--- config.mk ---
export PLATFORM = sky130hd
export DESIGN_NAME = exec_alu_mc
export DESIGN_NICKNAME = d
export VERILOG_FILES = /design/src/rtl/exec_pkg.sv /design/src/rtl/exec_seq_core.sv /design/src/rtl/exec_alu_mc.sv
export SDC_FILE = /design/constraint.sdc
export NUM_CORES = 1
export LEC_CHECK = 0
export ABC_AREA = 1
export ABC_CLOCK_PERIOD_IN_PS = 4320
export BUFFER_PORTS_ARGS = -buffer_cell sky130_fd_sc_hd__buf_2
export CORE_MARGIN = 2
export CORE_UTILIZATION = 65
export DETAILED_ROUTE_END_ITERATION = 10
export HOLD_SLACK_MARGIN = 0.15
export MAX_ROUTING_LAYER = met4
export PLACE_DENSITY = 0.86
export SETUP_SLACK_MARGIN = 0.02
export SLEW_MARGIN = 20
export SYNTH_ARGS = -nofsm -noshare
export SYNTH_HDL_FRONTEND = slang
export SYNTH_SLANG_ARGS = --single-unit
export TNS_END_PERCENT = 100
--- constraint.sdc ---
create_clock -name clk -period 4.32 [get_ports clk]
set_clock_uncertainty 0.15 [all_clocks]
set_input_delay 0.648 -clock clk [delete_from_list [all_inputs] [get_ports clk]]
set_output_delay 0.648 -clock clk [all_outputs]
set_load 0.02 [all_outputs]
--- src/rtl/exec_pkg.sv ---
// rtl/exec_pkg.sv - shared op codes, FSM encodings and width defaults for the execute unit
package exec_pkg;

    localparam int WIDTH_DEFAULT   = 32;
    localparam int SHAMT_W_DEFAULT = 5;

    localparam logic [2:0] OP_ADD = 3'b000;
    localparam logic [2:0] OP_SUB = 3'b001;
    localparam logic [2:0] OP_AND = 3'b010;
    localparam logic [2:0] OP_OR  = 3'b011;
    localparam logic [2:0] OP_XOR = 3'b100;
    localparam logic [2:0] OP_SLL = 3'b101;
    localparam logic [2:0] OP_SRL = 3'b110;
    localparam logic [2:0] OP_MUL = 3'b111;

    localparam logic [1:0] ST_IDLE = 2'd0;
    localparam logic [1:0] ST_BUSY = 2'd1;
    localparam logic [1:0] ST_DONE = 2'd2;

    function automatic logic is_shift(input logic [2:0] op);
        return (op == OP_SLL) || (op == OP_SRL);
    endfunction

endpackage

--- src/rtl/exec_seq_core.sv ---
// rtl/exec_seq_core.sv - iterative 1-bit-per-cycle shifter and radix-2 shift-add multiplier
module exec_seq_core #(
    parameter int WIDTH   = 32,
    parameter int SHAMT_W = 5
) (
    input  logic               clk,
    input  logic               rst_n,
    input  logic               load,
    input  logic               mul,
    input  logic               left,
    input  logic [WIDTH-1:0]   a,
    input  logic [WIDTH-1:0]   b,
    input  logic [SHAMT_W-1:0] shamt,
    output logic               done,
    output logic [WIDTH-1:0]   next_acc
);

    localparam int CNT_W = SHAMT_W + 1;

    logic [WIDTH-1:0] acc;
    logic [WIDTH-1:0] mcand;
    logic [WIDTH-1:0] mplier;
    logic [CNT_W-1:0] count;
    logic             busy;
    logic             mul_q;
    logic             left_q;

    always_comb begin
        next_acc = acc;
        if (mul_q) begin
            next_acc = acc + (mplier[0] ? mcand : '0);
        end else if (left_q) begin
            next_acc = acc << 1;
        end else begin
            next_acc = acc >> 1;
        end
    end

    // done marks the final step: the owner captures next_acc on this same edge
    assign done = busy && (count == CNT_W'(1));

    always_ff @(posedge clk or negedge rst_n) begin
        if (!rst_n) begin
            acc    <= '0;
            mcand  <= '0;
            mplier <= '0;
            count  <= '0;
            busy   <= 1'b0;
            mul_q  <= 1'b0;
            left_q <= 1'b0;
        end else if (load) begin
            busy   <= 1'b1;
            mul_q  <= mul;
            left_q <= left;
            mcand  <= a;
            mplier <= b;
            acc    <= mul ? '0 : a;
            count  <= mul ? CNT_W'(WIDTH) : {1'b0, shamt};
        end else if (busy) begin
            acc    <= next_acc;
            mcand  <= mcand << 1;
            mplier <= mplier >> 1;
            count  <= count - CNT_W'(1);
            if (count == CNT_W'(1)) begin
                busy <= 1'b0;
            end
        end
    end

endmodule

--- src/rtl/exec_alu_mc.sv ---
// rtl/exec_alu_mc.sv - multi-cycle execute unit with valid/ready handshake on both sides
module exec_alu_mc
    import exec_pkg::*;
#(
    parameter int WIDTH   = WIDTH_DEFAULT,
    parameter int SHAMT_W = SHAMT_W_DEFAULT
) (
    input  logic             clk,
    input  logic             rst_n,
    input  logic             in_valid,
    output logic             in_ready,
    input  logic [2:0]       op,
    input  logic [WIDTH-1:0] oper_A,
    input  logic [WIDTH-1:0] oper_B,
    output logic             out_valid,
    input  logic             out_ready,
    output logic [WIDTH-1:0] result,
    output logic             flag_zero,
    output logic             flag_carry,
    output logic             flag_ovf
);

    logic [1:0]         state;
    logic               accept;
    logic               go_busy;
    logic [SHAMT_W-1:0] shamt;
    logic               is_sub;
    logic [WIDTH-1:0]   b_eff;
    logic [WIDTH:0]     sum;
    logic [WIDTH-1:0]   alu_res;
    logic               alu_carry;
    logic               alu_ovf;
    logic               core_done;
    logic [WIDTH-1:0]   core_acc;

    assign in_ready  = (state == ST_IDLE);
    assign out_valid = (state == ST_DONE);
    assign accept    = in_valid && in_ready;
    assign shamt     = oper_B[SHAMT_W-1:0];
    assign go_busy   = (op == OP_MUL) || (is_shift(op) && (shamt != '0));

    // SUB reuses the adder as A + ~B + 1 so carry-out reads as "no borrow"
    always_comb begin
        is_sub    = (op == OP_SUB);
        b_eff     = is_sub ? ~oper_B : oper_B;
        sum       = {1'b0, oper_A} + {1'b0, b_eff} + {{WIDTH{1'b0}}, is_sub};
        alu_res   = oper_A;
        alu_carry = 1'b0;
        alu_ovf   = 1'b0;
        case (op)
            OP_ADD: begin
                alu_res   = sum[WIDTH-1:0];
                alu_carry = sum[WIDTH];
                alu_ovf   = (oper_A[WIDTH-1] == oper_B[WIDTH-1]) &&
                            (sum[WIDTH-1] != oper_A[WIDTH-1]);
            end
            OP_SUB: begin
                alu_res   = sum[WIDTH-1:0];
                alu_carry = sum[WIDTH];
                alu_ovf   = (oper_A[WIDTH-1] != oper_B[WIDTH-1]) &&
                            (sum[WIDTH-1] != oper_A[WIDTH-1]);
            end
            OP_AND:  alu_res = oper_A & oper_B;
            OP_OR:   alu_res = oper_A | oper_B;
            OP_XOR:  alu_res = oper_A ^ oper_B;
            default: alu_res = oper_A;
        endcase
    end

    exec_seq_core #(
        .WIDTH   (WIDTH),
        .SHAMT_W (SHAMT_W)
    ) u_seq_core (
        .clk      (clk),
        .rst_n    (rst_n),
        .load     (accept && go_busy),
        .mul      (op == OP_MUL),
        .left     (op == OP_SLL),
        .a        (oper_A),
        .b        (oper_B),
        .shamt    (shamt),
        .done     (core_done),
        .next_acc (core_acc)
    );

    always_ff @(posedge clk or negedge rst_n) begin
        if (!rst_n) begin
            state      <= ST_IDLE;
            result     <= '0;
            flag_zero  <= 1'b0;
            flag_carry <= 1'b0;
            flag_ovf   <= 1'b0;
        end else begin
            case (state)
                ST_IDLE: begin
                    if (accept) begin
                        if (go_busy) begin
                            state <= ST_BUSY;
                        end else begin
                            state      <= ST_DONE;
                            result     <= alu_res;
                            flag_zero  <= (alu_res == '0);
                            flag_carry <= alu_carry;
                            flag_ovf   <= alu_ovf;
                        end
                    end
                end
                ST_BUSY: begin
                    if (core_done) begin
                        state      <= ST_DONE;
                        result     <= core_acc;
                        flag_zero  <= (core_acc == '0);
                        flag_carry <= 1'b0;
                        flag_ovf   <= 1'b0;
                    end
                end
                ST_DONE: begin
                    if (out_ready) begin
                        state <= ST_IDLE;
                    end
                end
                default: state <= ST_IDLE;
            endcase
        end
    end

endmodule

==> reports/results.txt <==
Critical Path Start Type: input port
Max-Cap Viols: 0
Setup bufs post-CTS: 0
Period utilisation layout: 0.8411
Fin worst setup slack: 0.6866 ns
Critical Path Max Stage Delay: 0.43 ns
Prevailing post-synth register cell: dfrtp_1
Number of synthesized register bits: 142
Clk_lat worst skew: 0.44 ns
CTS Sinks: 142
Die ar.: 23780 um2
Via count: 16420
Post-synthesis sequential area ratio: 0.2423
Endpoint type of the worst setup path: register
Hold Path Class: in -> async
Crit-path slowest cell: ha_1
Pins Over Slew Limit: 0
Detailed Routing Iterations Pass 1: 9
Mapped Cells: 2348
Worst path most repeated cell: nand2_1
Synth top area cells: dfrtp_1, nand2_1, ha_1
Post-detailed-route count of antenna-violating nets: 0
GP Congestion: 1.058
Post-Synthesis Cell Area: 14660 um2
Distinct cells, synth: 56
Crit Path Class: in -> reg
Root buffer cell: clkbuf_16
Asr flop ratio synth: 1.000
Synth-to-Final Area Change: 9.002%
RR Startpoint: u_seq_core.mplier[0]
Syn nets: 2557
CP bufs+invs: 5
Placeable Area: 21960 um2
Reg2Reg Setup Slack: 0.91 ns
Reg-to-Reg End: flag_zero
I/O pin cnt: 108
Detailed-placement wirelength estimate: 38010 um
Min Clock Period, post-route: 3.633 ns
Non-Filler Instances: 2704
Setup_tns: 0 ns
Max_slew headroom: 0.4476
Pleak: 8.898 nW
CP top delay family: simple AND/OR/NAND/NOR gates
WP data arrival: 3.84 ns
Status: finished, final reports clean
Area share of the largest cell type after synthesis: 0.2423
N_diodes: 0
CP Cell Sequence: buf_2 -> inv_4 -> nand3_4 -> buf_12 -> xor2_1 -> ha_1 -> nand2_1 -> nor2_1 -> inv_1 -> nor2_1 -> nand3_1 -> nand3_1 -> nand2_1 -> nand3_1 -> nand2_1 -> nand2_1 -> nand2_1 -> inv_1 -> nand3_1 -> nor3_2 -> nand4_1 -> a21oi_1
Ys Warns: 0
CTS tree: done
DR vias/cell: 6.073
R2R cell count: 20
First-pass GRT wire length: 79620 um
Worst EP required: 4.53 ns
Worst setup startpoint: op[2]
Top post-synthesis cells by count: nand2_1, inv_1, nor2_1
Initial core utilization: 0.6677
Max IR drop VDD: 0.3447 mV
Starting DRT DRC Count: 2154
CP max FO: 32
Mean Syn Cell Area: 6.245 um2
Hold_ws: 0.1406 ns
Tot GR Track Use: 0.4327
Count of hold buffers inserted by post-cts repair: 0
Power consumption: 9.921 mW
Actual slew at the worst max-slew pin: 0.8286 ns
Achievable Freq: 275.2 MHz
Die width: 154.2 um
Post-synth EDFFs: 0
Count of standard-cell rows: 54
DRC viols: 0
# port buffers: 107
Largest net degree at the start of global routing: 84
Resized Gates After CTS: 0
GRT overflow: 0
Num CTS Buffers: 17
Fraction of layout cells with a size suffix above 1: 0.08622
RSZ-0062 raised after global routing: no
Clock buffer depth: 2
Number of global-route vias before repair: 15550
Instance count on the critical path: 22
Pre-CTS WS: 0.3787 ns
Pwr dens: 620.7 nW/um2
Final WL: 49690 um
H-tree depth: 4
Largest area contributor in the netlist: dfrtp_1
Die Height: 154.2 um
Final Hold Fails: 0
Worst-path clk slew: 0.07 ns
Final setup violation count: 0
Most numerous cell in the Yosys netlist: nand2_1
Initial antenna violation count: 0
Routed len/inst: 18.38 um
Critical path endpoint: flag_zero
Number of cells after detailed placement: 2673
# nets final: 2621
==> flip-flops by register name, summed over array words and instances, names as in the netlist <==
register / cells
flag_carry: 1
flag_ovf: 1
flag_zero: 1
result: 32
state: 2
u_seq_core.acc: 32
u_seq_core.busy: 1
u_seq_core.count: 6
u_seq_core.left_q: 1
u_seq_core.mcand: 32
u_seq_core.mplier: 32
u_seq_core.mul_q: 1
==> cell families (layout without fill, tap and decap cells) <==
| kind of cell | Yosys count | after routing | synth area share |
|---|---|---|---|
| xor gates and xnor gates | 36 | 36 | 0.02150 |
| and+or+nand+nor | 1184 | 1184 | 0.3371 |
| adders and majority gates | 138 | 138 | 0.1188 |
| DFF | 142 | 142 | 0.2423 |
| buffers and inverters | 445 | 521 | 0.1189 |
| AOI/OAI and AO/OA | 403 | 403 | 0.1614 |
==> metal layers <==
metal	vias to the layer above	global-route usage	routed length, um
met1	7548	0.5793	20600
met5	-	-	0
met4	0	0.1593	1900
met2	1001	0.6605	21990
met3	167	0.07789	5205
li1	7706	-	-
==> through the flow <==
| stage | utilization | cell area [um2] |
|---|---|---|
| final | 0.7279 | 15980 |
| after global routing | 0.7279 | 15980 |
| after CTS | 0.7279 | 15980 |
| after detailed placement | 0.7002 | 15380 |
| after global placement | 0.7002 | 15380 |
| after floorplan | - | 14660 |
==> placed cells by master, fill, tap and decap left out, types with 3 or more instances in the layout <==
cell and instances:
o21a_1 4, a21oi_1 97, o211ai_1 16, nor3_1 23
nand2_1 711, inv_6 6, nor2_1 197, inv_1 343
nand4_1 20, a211oi_1 14, o22ai_1 3, dfrtp_1 142
o21bai_1 4, buf_4 26, xor2_1 34, a211oi_2 3
nand2_2 6, buf_2 106, inv_2 9, bufinv_16 3
inv_4 3, o21ai_0 167, a22oi_1 30, a221oi_1 6
nand3b_1 20, nand3_1 185, or2_2 3, a31oi_1 25
ha_1 136, o21ai_1 10, nand2_4 4, nor2_2 6
clkbuf_16 17
==> where the power goes <==
group | internal (mW) | switching, mW | leakage (nW)
Combinational | 1.87 | 3.93 | 6.86
Sequential | 1.99 | 0.542 | 1.75
Clock | 0.922 | 0.673 | 0.291
Total | 4.78 | 5.14 | 8.90
==> layout make-up <==
type | count | area, um2
clock buffers | 18 | 429.2
clock inverters | 13 | 177.7
fillers | 1818 | 5976
inverters | 356 | 1344
multi-input cells | 1761 | 9371
flip-flops and latches | 142 | 3553
well taps | 280 | 350.3
repair buffers | 134 | 757.0
==> how the worst min path moves through the flow <==
stage | startpoint | end | slack, ns | cells past startpoint
finish | rst_n | u_seq_core.mplier[6] | 0.14 | 1
global route | rst_n | u_seq_core.mplier[6] | 0.19 | 1
CTS | rst_n | u_seq_core.mplier[6] | 0.15 | 1
detailed placement | result[28] | result[28] | 0.31 | 2
global placement | result[19] | result[19] | 0.31 | 2
floorplan | rst_n | flag_carry | 0.20 | 0
Power figures use the tool's default switching activity.
